===== config.mk =====
export PLATFORM = sky130hd
export DESIGN_NAME = apb_accum_multi
export DESIGN_NICKNAME = d
export VERILOG_FILES = /design/src/rtl/apb_accum_pkg.sv /design/src/rtl/apb_accum_ch.sv /design/src/rtl/apb_accum_multi.sv
export SDC_FILE = /design/constraint.sdc
export NUM_CORES = 1
export LEC_CHECK = 0
export ABC_AREA = 1
export BUFFER_PORTS_ARGS = -buffer_cell sky130_fd_sc_hd__buf_2
export CAP_MARGIN = 20
export CORE_UTILIZATION = 38
export CTS_CLUSTER_DIAMETER = 200
export DETAILED_ROUTE_END_ITERATION = 10
export GPL_TIMING_DRIVEN = 0
export HOLD_SLACK_MARGIN = 0.12
export PLACE_DENSITY = 0.56
export SKIP_LAST_GASP = 1
export SLEW_MARGIN = 20
export SYNTH_ARGS = -nofsm -noshare
export SYNTH_HDL_FRONTEND = slang
export SYNTH_SLANG_ARGS = --single-unit

===== constraint.sdc =====
create_clock -name PCLK -period 2.3 [get_ports PCLK]
set_input_delay 0.46 -clock PCLK [delete_from_list [all_inputs] [get_ports PCLK]]
set_output_delay 0.46 -clock PCLK [all_outputs]
set_load 0.02 [all_outputs]

===== src/rtl/apb_accum_pkg.sv =====
// Shared types, register offsets and bit positions for the APB accumulator.
// Used by apb_accum_ch and apb_accum_multi (macro APB_ACC_SAT_EN lives there).
package apb_accum_pkg;

    typedef enum logic [1:0] {
        OP_OR  = 2'b00,
        OP_AND = 2'b01,
        OP_XOR = 2'b10,
        OP_ADD = 2'b11
    } op_e;

    typedef enum logic [1:0] {
        S_IDLE,
        S_SETUP,
        S_ACCESS
    } apb_st_e;

    localparam logic [3:0] OFF_DATA = 4'h0;
    localparam logic [3:0] OFF_CTRL = 4'h4;
    localparam logic [3:0] OFF_RES  = 4'h8;
    localparam logic [3:0] OFF_STAT = 4'hC;

    localparam int CH_STRIDE = 'h10;
    localparam int CH_SHIFT  = $clog2(CH_STRIDE);

    localparam int CTRL_START = 0;
    localparam int CTRL_CLEAR = 1;
    localparam int CTRL_OP_LO = 2;
    localparam int CTRL_OP_HI = 3;

    localparam int STAT_BUSY = 0;
    localparam int STAT_OVF  = 1;

endpackage


===== src/rtl/apb_accum_ch.sv =====
// One accumulator channel: DATA/OP/RESULT/STATUS, latency counter, ALU, done.
// APB_ACC_SAT_EN: ADD saturates at all-ones on carry-out instead of wrapping.
module apb_accum_ch
    import apb_accum_pkg::*;
#(
    parameter int DATA_W = 32,
    parameter int OP_LAT = 2
) (
    input  logic              clk,
    input  logic              rst_n,
    input  logic              wr_data,
    input  logic              wr_ctrl,
    input  logic [DATA_W-1:0] wdata,
    output logic [DATA_W-1:0] data,
    output op_e               op,
    output logic [DATA_W-1:0] result,
    output logic              busy,
    output logic              ovf,
    output logic              done
);

    localparam int CW = (OP_LAT > 1) ? $clog2(OP_LAT) : 1;

    logic [DATA_W-1:0] opnd;
    op_e               lat_op;
    logic [CW-1:0]     cnt;
    logic              start;
    logic              clear;
    logic              fire;
    logic [DATA_W:0]   sum;
    logic [DATA_W-1:0] nxt;
    logic              carry;

    assign clear = wr_ctrl & wdata[CTRL_CLEAR];
    assign start = wr_ctrl & wdata[CTRL_START] & ~wdata[CTRL_CLEAR];
    assign fire  = busy & (cnt == '0);

    // ALU: next RESULT from the latched operand and operation
    always_comb begin
        sum   = {1'b0, result} + {1'b0, opnd};
        carry = 1'b0;
        nxt   = result;
        unique case (lat_op)
            OP_OR:  nxt = result | opnd;
            OP_AND: nxt = result & opnd;
            OP_XOR: nxt = result ^ opnd;
            OP_ADD: begin
                carry = sum[DATA_W];
`ifdef APB_ACC_SAT_EN
                nxt = carry ? '1 : sum[DATA_W-1:0];
`else
                nxt = sum[DATA_W-1:0];
`endif
            end
        endcase
    end

    // Channel registers; CLEAR wins over START, the op runs off latched copies
    always_ff @(posedge clk or negedge rst_n) begin
        if (!rst_n) begin
            data   <= '0;
            op     <= OP_OR;
            result <= '0;
            busy   <= 1'b0;
            ovf    <= 1'b0;
            done   <= 1'b0;
            opnd   <= '0;
            lat_op <= OP_OR;
            cnt    <= '0;
        end else begin
            done <= fire;
            if (wr_data) data <= wdata;
            if (wr_ctrl) op <= op_e'(wdata[CTRL_OP_HI:CTRL_OP_LO]);
            if (clear) begin
                result <= '0;
                ovf    <= 1'b0;
            end else if (start) begin
                opnd   <= data;
                lat_op <= op_e'(wdata[CTRL_OP_HI:CTRL_OP_LO]);
                busy   <= 1'b1;
                cnt    <= CW'(OP_LAT - 1);
            end else if (busy) begin
                if (fire) begin
                    result <= nxt;
                    busy   <= 1'b0;
                    if (carry) ovf <= 1'b1;
                end else begin
                    cnt <= cnt - 1'b1;
                end
            end
        end
    end

endmodule


===== src/rtl/apb_accum_multi.sv =====
// Multi-channel APB accumulator: APB FSM, decode, error response, read mux.
// APB_ACC_SAT_EN selects saturating ADD inside every channel.
module apb_accum_multi
    import apb_accum_pkg::*;
#(
    parameter int DATA_W = 32,
    parameter int ADDR_W = 8,
    parameter int NUM_CH = 4,
    parameter int OP_LAT = 2
) (
    input  logic              PCLK,
    input  logic              PRESETn,
    input  logic              PSEL,
    input  logic              PENABLE,
    input  logic              PWRITE,
    input  logic [ADDR_W-1:0] PADDR,
    input  logic [DATA_W-1:0] PWDATA,
    output logic [DATA_W-1:0] PRDATA,
    output logic              PREADY,
    output logic              PSLVERR,
    output logic [NUM_CH-1:0] done_o
);

    localparam int CHW = ADDR_W - CH_SHIFT;

    apb_st_e           state;
    apb_st_e           state_d;
    logic [CHW-1:0]    ch;
    logic [3:0]        off;
    logic              access;
    logic              err;
    logic              stall;
    logic              complete;
    logic              wr;
    logic [NUM_CH-1:0] wr_data;
    logic [NUM_CH-1:0] wr_ctrl;
    logic [NUM_CH-1:0] busy;
    logic [NUM_CH-1:0] ovf;
    logic [DATA_W-1:0] data   [NUM_CH];
    logic [DATA_W-1:0] result [NUM_CH];
    op_e               op     [NUM_CH];
    logic [DATA_W-1:0] sel_data;
    logic [DATA_W-1:0] sel_res;
    logic [DATA_W-1:0] ctrl_rd;
    logic [DATA_W-1:0] stat_rd;
    logic              sel_busy;

    assign ch  = PADDR[ADDR_W-1:CH_SHIFT];
    assign off = PADDR[CH_SHIFT-1:0];

    // An access phase only counts once a setup phase has been seen
    assign access = PSEL & PENABLE & (state != S_IDLE);

    assign err = (int'(ch) >= NUM_CH)
               | (PADDR[1:0] != 2'b00)
               | (PWRITE & ((off == OFF_RES) | (off == OFF_STAT)));

    assign stall = access & ~err & sel_busy
                 & ((off == OFF_CTRL) | (off == OFF_RES));

    assign complete = access & ~stall;
    assign wr       = complete & PWRITE & ~err;
    assign PREADY   = ~stall;
    assign PSLVERR  = access & err;

    // APB phase register
    always_ff @(posedge PCLK or negedge PRESETn) begin
        if (!PRESETn) state <= S_IDLE;
        else          state <= state_d;
    end

    // APB next phase; stays in ACCESS while a busy channel holds PREADY low
    always_comb begin
        state_d = S_IDLE;
        unique case (state)
            S_IDLE: begin
                if (PSEL && !PENABLE) state_d = S_SETUP;
            end
            S_SETUP, S_ACCESS: begin
                if (PSEL && PENABLE) begin
                    state_d = stall ? S_ACCESS : S_IDLE;
                end else if (PSEL) begin
                    state_d = S_SETUP;
                end
            end
            default: state_d = S_IDLE;
        endcase
    end

    // Pick the addressed channel's registers
    always_comb begin
        sel_data = '0;
        sel_res  = '0;
        ctrl_rd  = '0;
        stat_rd  = '0;
        sel_busy = 1'b0;
        for (int c = 0; c < NUM_CH; c++) begin
            if (int'(ch) == c) begin
                sel_data = data[c];
                sel_res  = result[c];
                sel_busy = busy[c];
                ctrl_rd[CTRL_OP_HI:CTRL_OP_LO] = op[c];
                stat_rd[STAT_BUSY] = busy[c];
                stat_rd[STAT_OVF]  = ovf[c];
            end
        end
    end

    // Per-channel write strobes on the completing edge
    always_comb begin
        wr_data = '0;
        wr_ctrl = '0;
        for (int c = 0; c < NUM_CH; c++) begin
            if (int'(ch) == c) begin
                wr_data[c] = wr & (off == OFF_DATA);
                wr_ctrl[c] = wr & (off == OFF_CTRL);
            end
        end
    end

    // Read data, zero outside a good completing read
    always_comb begin
        PRDATA = '0;
        if (complete && !PWRITE && !err) begin
            case (off)
                OFF_DATA: PRDATA = sel_data;
                OFF_CTRL: PRDATA = ctrl_rd;
                OFF_RES:  PRDATA = sel_res;
                OFF_STAT: PRDATA = stat_rd;
                default:  PRDATA = '0;
            endcase
        end
    end

    for (genvar c = 0; c < NUM_CH; c++) begin : g_ch
        apb_accum_ch #(
            .DATA_W(DATA_W),
            .OP_LAT(OP_LAT)
        ) u_ch (
            .clk    (PCLK),
            .rst_n  (PRESETn),
            .wr_data(wr_data[c]),
            .wr_ctrl(wr_ctrl[c]),
            .wdata  (PWDATA),
            .data   (data[c]),
            .op     (op[c]),
            .result (result[c]),
            .busy   (busy[c]),
            .ovf    (ovf[c]),
            .done   (done_o[c])
        );
    end

endmodule


# Yosys cells after proc, flatten, opt, wreduce, memory -nomap -nowiden
# Index checks and enable logic that the tools add are counted.
# word_totals
mem_count,0
input_bits,45
ff_bits,418
rom_bits,0
ram_bits,0
elab_cells,281
latch_bits,0
output_inout_bits,38
# op_classes
multipliers,0
n_eq_ne,28
shifts,0
muxes,103
bitwise_logic,55
div_mod_pow,0
addsub,8
reduce_logical,49
magnitude_cmp,1
# ops
operator,n
32-bit two-way mux,25
32-bit one-hot mux with 4 select lines,5
32-bit by 32-bit adder with 33-bit output,4
32-bit bitwise AND,4
32-bit bitwise OR,4
32-bit XOR,4
1-bit two-way mux,62
2-bit nonzero test,18
1-bit bitwise AND,28
3-bit AND reduction,8
2-bit two-way mux,10
2-bit equality test (second input constant),9
4-bit AND reduction,4
4-bit by 3-bit equality test with 1-bit output (second input constant),3
1-bit NOT,11
2-bit by 1-bit equality test with 1-bit output (second input constant),5
2-bit logical NOT,5
4-bit equality test (second input constant),2
4-bit logical NOT,2
2-bit by 1-bit != test with 1-bit output (second input constant),4
2-bit != test (second input constant),4
2-bit AND reduction,4
4-bit by 2-bit equality test with 1-bit output (second input constant),1
4-bit by 3-bit greater-or-equal comparator with 1-bit output (second input constant),1
6 further kinds,17

# Longest topological paths before layout
# Gate-level depths: netlist (run 1).
# depth
depth_word,18
ltp_mapped,17
depth_no_buf,17

# Cells and area by module
# A second synthesis (run 1) with hierarchy kept.
# unflattened
hier_cells,5187
area_unflattened_um2,33519.6
# by_module_without_submodules
module,cells_each,instances,seq_area_each_um2,area_per_inst_um2
apb_accum_ch (g_ch[0].u_ch ...),1119,2,2602.5,7526.0
apb_accum_ch (g_ch[2].u_ch ...),1114,2,2602.5,7519.7
apb_accum_multi,721,1,50.0,3428.3

# Least setup slack after synthesis (run 1)
# OpenSTA, ideal clock, no wires.
# synth_path
path_kind,input -> output
start,input PADDR[1]
end,output PRDATA[19]
t_arrival_ps,1879
path_buffers,2
path_slack_ps,-39
t_required_ps,1840
path_stages,7
path_cell_list,nor2_2 inv_1 nor3_1 buf_2 buf_2 o221ai_1 a21oi_1
# synth_between
elab_chain_len,13
word_cells_on_any_way,21
classes_between,3 x eq/ne; 2 x mux; 11 x bitwise; 5 x reduce/logical
# synth_lines
element,line_no,rtl
from (decl),apb_accum_multi.sv:16,"input logic [ADDR_W-1:0] PADDR,"
4-bit equality test (on tied branches),"apb_accum_multi.sv:56, apb_accum_multi.sv:59, apb_accum_multi.sv:125",
1-bit bitwise OR,apb_accum_multi.sv:56,| (PWRITE & ((off == OFF_RES) | (off == OFF_STAT)));
1-bit bitwise AND,apb_accum_multi.sv:56,
1-bit bitwise OR,apb_accum_multi.sv:56,
1-bit NOT,apb_accum_multi.sv:58,assign stall = access & ~err & sel_busy
1-bit bitwise AND (2 in series),apb_accum_multi.sv:58,
1-bit bitwise AND,apb_accum_multi.sv:59,& ((off == OFF_CTRL) | (off == OFF_RES));
1-bit NOT,apb_accum_multi.sv:61,assign complete = access & ~stall;
1-bit bitwise AND,apb_accum_multi.sv:61,
1-bit logical AND (2 in series),apb_accum_multi.sv:124,if (complete && !PWRITE && !err) begin
32-bit two-way mux *,apb_accum_multi.sv:124,
to (decl),apb_accum_multi.sv:18,"output logic [DATA_W-1:0] PRDATA,"
# Every way passes the cells marked *; elsewhere a longest branch is shown, timed or not.

# Final worst setup path (run 1)
# layout_path
start,input PADDR[1]
end,output PRDATA[17]
# The elaborated chain is that of the path after synthesis.

==> results of run 1 <==
## what timing repair did
item,4_1_cts,5_1_grt
gates resized for setup,292,481
setup buffers,9,43
hold endpoints to repair,35,0
setup endpoints to repair,429,284
pin swaps,14,46
hold buffers,3,0
cloned,2,0
## layout by cell type (no fill, tap or decap), drive strengths merged, types with 42 or more instances in the layout
cell type and n:
nand3 331, nor2 247, buf 233, dfrtp 418
o22ai 67, a21oi 203, nand3b 44, clkbuf 162
o2111ai 46, ha 258, a221oi 42, o21ai 386
nand2 1386, inv 759
## metrics by stage
stage          area [um2]  power (mW)   TNS, ns  hold slack, ns
6_report            38670       17.13    -14.40          0.1702
5_1_grt             38660       17.55    -16.04          0.1788
3_5_place_dp        33310       8.049   -140.44          0.3635
4_1_cts             36360       17.18    -12.86          0.1502
2_1_floorplan       31420       7.659         0          0.1644
3_3_place_gp        33160       8.022  -3566.98          0.4421
## area by class of cell
class / count / area, um2
Antenna cell: 2 / 5.005
Buffer: 186 / 983.4
Fill cell: 8373 / 43180
Clock inverter: 25 / 374.1
Multi-Input combinational cell: 3235 / 19850
Sequential cell: 418 / 10490
Tap cell: 1070 / 1339
Clock buffer: 70 / 1500
Inverter: 762 / 2895
Timing Repair Buffer: 142 / 1227
## worst paths after layout
path | end | slack, ns
hold reg to reg | g_ch[0].u_ch.data[19] | 0.49
setup / recovery | PRDATA[17] | -0.53
setup reg to reg | g_ch[0].u_ch.result[27] | -0.07
min in group asynchronous | g_ch[0].u_ch.result[28] | 0.33
max in group asynchronous | g_ch[3].u_ch.result[26] | 0.69
hold / removal | state[1] | 0.17
## power breakdown
| part | internal (mW) | total (mW) | switching, mW | leakage [nW] |
|---|---|---|---|---|
| clock network | 5.58 | 9.14 | 3.56 | 0.924 |
| registers | 7.35 | 7.36 | 0.00201 | 5.02 |
| logic | 0.144 | 0.634 | 0.491 | 12.3 |
| total | 13.1 | 17.1 | 4.05 | 18.2 |
## worst min-delay path, stage by stage
cell and delay [ns]:
buf_2 0.11, nand2_1 0.12, nor3_1 0.07
## registers in the layout (all words and copies together), names as in the netlist
register,count
state,2
g_ch.u_ch.op,8
g_ch.u_ch.opnd,128
g_ch.u_ch.lat_op,8
g_ch.u_ch.cnt,4
g_ch.u_ch.result,128
g_ch.u_ch.done,4
g_ch.u_ch.data,128
g_ch.u_ch.ovf,4
g_ch.u_ch.busy,4
## kinds of logic (layout without fill, tap and decap cells)
logic type / count (synthesis) / after routing / share of synthesized area, %
AOI/OAI and AO/OA: 870 / 870 / 16.40
other: 0 / 2 / 0
and+or+nand+nor: 2095 / 2095 / 27.83
xor gates and xnor gates: 8 / 8 / 0.2233
DFF: 418 / 418 / 33.33
adders and majority gates: 262 / 262 / 10.54
buffers and inverters: 948 / 1185 / 11.66
## metal layers
layer / vias to the layer above / share of wire, % / global-route usage [%]
met1: 15900 / 44 / 44.62
met4: 2 / 4.4 / 12.12
li1: 15320 / - / -
met2: 1446 / 43 / 47.00
met5: - / 0.012 / 0
met3: 262 / 8.6 / 4.819
==> impl_metrics.yaml, run 1 <==
outcome:
  status: "complete, but fails checks"
  violations: "setup timing"
power:
  ir_drop_uv: 515.4
  powerDensity_nw_per_um2: 443.1
  leakagePower_nw: 18.20
drt:
  antenna_left: 0
  vias: 32930
  route.detailed.drc: 0
  viasPerCell: 5.572
  drt_iter0_markers: 3436
  routed_wl_mm: 133.7
  firstDrtPassIters: 6
  wire_per_inst_um: 22.62
finish:
  post-route-util_pct: 47.24
  post_route_cells_drive_above_1_share_pct: 17.73
  fin_cells: 5910
  nets: 5103
  syn2layout_area_growth_pct: 23.22
floorplan:
  die-area_um2: 83730
  core_area_um2: 81850
  num_rows: 105
  io_pins: 83
  start_util_pct: 38.34
  fp.dieW_um: 289.4
  fp.dieH_um: 289.4
clock_tree:
  clockBufferDepth: 3
  root_buffer: "clkbuf_16"
  clk_pin_slew_ns: 0.06
  htree_levels: 2
  clock_latency_ns: 0.62
  cts-buffers-inserted: 51
  cts_tree: "yes"
  clock-sinks: 418
worst_hold_path:
  min_from: "PSEL"
  hold_path.class: "primary input to flip-flop"
  hold_depth: 3
synth:
  synth_ff_type: "dfrtp_1"
  async_reset_ff_share_pct: 100.0
  synthesis.area_um2: 31380
  yosysUniqueCellTypes: 46
  synth_fp_nets: 4908
  yosys-top-cells-area: "dfrtp_1 33%, nand2_1 16%, ha_1 10%, inv_1 9.0%, nand3_1 5.2%"
  synth_seq_cells: 418
  yosys.area.top_type_share_pct: 33.33
  seq_area_frac_synth_pct: 33.33
  synth_common_cells: "1374 x nand2_1, 755 x inv_1, 418 x dfrtp_1, 329 x nand3_1, 258 x ha_1"
  netlist.top_cell.by_area: "dfrtp_1"
  synth_edf_count: 0
  syn_avg_cell_area_um2: 6.820
  yosysWarnings: 0
  synth.most_common_cell: "nand2_1"
  synthCells: 4601
timing:
  worstMarginPinSlew_ns: 1.038
  fmaxAchievable_mhz: 353.2
  clock_skew_ns: 0.04315
  slew_viol_final: 0
  rsz0062_at_grt: "yes"
  period_share_pct: 123.1
  hold_violations: 0
  setup_viol: 36
  period_needed_ns: 2.831
  slew_headroom_pct: 30.81
  setup_slack_ns: -0.5309
global_route:
  antenna_found_initial: 3
  grt_overflow: 0
  grt_max_degree: 87
  grt_pass1_vias: 30250
  grt_pass1_wl_mm: 195.1
  groute.usage.overall_pct: 31.22
critical_path:
  worstSetupPathType: "primary input to output port"
  path_delay_family: "buffers and inverters"
  crit_start: "PADDR[1]"
  crit_chain: "buf_2, nor2_4, nand3_2, clkinv_2, clkbuf_4, o2111ai_1, a21oi_4, buf_6"
  path_depth: 8
  worst_setup_path_start_kind: "primary input"
  cp_slowest_cell: "a21oi_4"
  cp.required_ns: 1.84
  cp-end-kind: "output port"
  reg2regPathDepth: 15
  path_buf_inv: 4
  max_stage_delay_ns: 0.33
  crit_arrival_ns: 2.37
  reg2reg_from: "g_ch[0].u_ch.result[26]"
  cp_max_fo: 10
place:
  port_buffers: 81
  dp_slack_ns: -1.267
  dp.cells: 5757
  gp_congestion: 0.9950
  dp_hpwl_mm: 106.0
flow_run:
  cap_violations: 0
Power figures use the tool's default switching activity.
==> run 2, diff against run 1 <==
==> constraint.sdc (replaced) <==
create_clock -name PCLK -period 3.6 [get_ports PCLK]
set_input_delay 0.72 -clock PCLK [delete_from_list [all_inputs] [get_ports PCLK]]
set_output_delay 0.72 -clock PCLK [all_outputs]
set_load 0.02 [all_outputs]
==> run 2 against run 1 <==
Net effect: the run still ends with setup timing left; sequential share of layout area up 2.5 points; first-iteration DRC count down 6.2%; utilization down 4.1 points; flip-flop and latch count unchanged; critical path type is now flip-flop to output port; largest cell class unchanged; largest power group unchanged.
==> impl_metrics.yaml, run 2 (synthesized netlist as in run 1, its figures left out) <==
outcome:
  status: "complete, but fails checks"
  violations: "setup timing"
finish:
  multiInputGateArea_um2: 17420
  syn2layout_area_growth_pct: 12.54
  post_route_cells_drive_above_1_share_pct: 7.231
  stdcell_area_um2: 35310
  largestRegisters: "g_ch.u_ch.data: 128 flops, g_ch.u_ch.opnd: 128 flops, g_ch.u_ch.result: 128 flops"
  layout_common_cells: "1369 x nand2_1, 754 x inv_1, 418 x dfrtp_1"
  nets: 5054
  num-fill-cells: 8819
  layout.area.seq_um2: 10460
  mostFrequentLayoutCell: "nand2_1"
  fin_cells: 5857
global_route:
  grt_overflow: 0
  antenna_found_initial: 2
  groute.usage.overall_pct: 30.98
  grt_max_degree: 93
  grt_pass1_wl_mm: 193.3
  grt_pass1_vias: 29960
timing:
  period_needed_ns: 3.616
  setup_viol: 1
  final.setup.tns_ns: -0.01642
  slew_viol_final: 0
  fmaxAchievable_mhz: 276.5
  rsz0062_at_grt: "yes"
  period_share_pct: 100.5
  slew_headroom_pct: 19.90
  fin_hold_ws_ns: 0.2785
  hold_violations: 0
  worstMarginPinSlew_ns: 1.202
  setup_slack_ns: -0.01642
  clock_skew_ns: 0.02290
drt:
  viasPerCell: 5.473
  met3_wirelength_mm: 10.85
  firstDrtPassIters: 5
  route.detailed.drc: 0
  dr_wl_met2_mm: 55.28
  routed_wl_mm: 130.3
  maxUsedRoutingLayer: "met4"
  antenna_left: 0
  vias: 32060
  wire_per_inst_um: 22.25
  drt_iter0_markers: 3223
  wl_met1_mm: 58.59
critical_path:
  worstSetupPathType: "flip-flop to output port"
  crit_arrival_ns: 2.90
  cp-end-kind: "output port"
  cp.required_ns: 2.88
  worst_setup_path_start_kind: "flip-flop"
  cp_max_fo: 10
floorplan:
  start_util_pct: 38.34
  io_pins: 83
  fp.dieH_um: 289.4
  fp.dieW_um: 289.4
  die-area_um2: 83730
  core_area_um2: 81850
  num_rows: 105
place:
  dp_hpwl_mm: 106.2
  gp_congestion: 1.002
  placed_area_um2: 33270
  port_buffers: 81
  dp.cells: 5757
clock_tree:
  root_buffer: "clkbuf_16"
  clock-sinks: 418
  htree_levels: 2
  clockBufferDepth: 3
  cts-buffers-inserted: 51
  cts_tree: "yes"
  clock_latency_ns: 0.61
  clk_pin_slew_ns: 0.06
flow_run:
  cap_violations: 0
power:
  ir_drop_uv: 313.1
  powerDensity_nw_per_um2: 300.5
  leakagePower_nw: 17.58
worst_hold_path:
  hold_path.class: "primary input to flip-flop"
==> run 2: through the flow <==
| stage | total power, mW | utilization [%] | worst slack (ns) |
|---|---|---|---|
| 2_1_floorplan | 4.893 | - | 0.7409 |
| 4_1_cts | 10.64 | 42.96 | -0.07992 |
| 3_5_place_dp | 5.147 | 40.65 | -0.5071 |
| 3_3_place_gp | 5.130 | 40.47 | -7.363 |
| 5_1_grt | 10.87 | 43.14 | -0.07097 |
| 6_report | 10.61 | 43.15 | -0.01642 |
==> run 2: where the power goes <==
part           total, mW  internal (mW)  switching, mW  leakage (nW)
Combinational      0.380         0.0769          0.303          11.7
Clock               5.53           3.32           2.20         0.863
Sequential          4.70           4.70        0.00115          5.04
Total               10.6           8.10           2.51          17.6
==> run 2: per-layer routing <==
| metal | global-route usage, % | up-vias |
|---|---|---|
| li1 | - | 15190 |
| met1 | 44.41 | 15360 |
| met2 | 46.40 | 1303 |
| met3 | 4.811 | 204 |
| met4 | 12.16 | 0 |
| met5 | 0 | - |
==> run 2: worst max-delay path, stage by stage, from the launching register on <==
cell	delay, ns
dfrtp_1	0.38
inv_1	0.22
nand3_1	0.12
nand2_1	0.07
inv_1	0.05
nand3_2	0.17
nand4_1	0.13
buf_4	0.20
clkbuf_2	0.28
a21oi_1	0.42
buf_2	0.24
==> run 2: worst paths after layout <==
| kind | startpoint | to | slack, ns | cells past startpoint |
|---|---|---|---|---|
| worst max-delay path | g_ch[2].u_ch.busy | PRDATA[24] | -0.02 | 10 |
| worst min-delay path | PENABLE | state[0] | 0.28 | 2 |
| worst max register to register | state[0] | g_ch[3].u_ch.result[20] | 0.95 | 11 |
| worst min register to register | g_ch[3].u_ch.busy | g_ch[3].u_ch.cnt | 0.47 | 1 |
| max in group asynchronous | PRESETn | g_ch[2].u_ch.result[3] | 1.76 | 4 |
| min in group asynchronous | PRESETn | g_ch[0].u_ch.result[28] | 0.63 | 2 |
==> run 2: cell type report <==
type	instances	share of cell area (%)
multi-input combinational	3235	49.34
sequential	418	29.62
inverter	762	8.110
clock buffer	76	4.397
tap	1070	3.791
buffer	186	2.363
timing repair buffer	93	1.757
clock inverter	15	0.6094
antenna	2	0.01417
==> run 2: what timing repair did <==
action	4_1_cts	5_1_grt
hold endpoints to repair	51	0
pin swaps	1	1
hold buffers	1	0
endpoints found under the setup margin	32	32
setup buffers	2	4
gates resized for setup	37	40
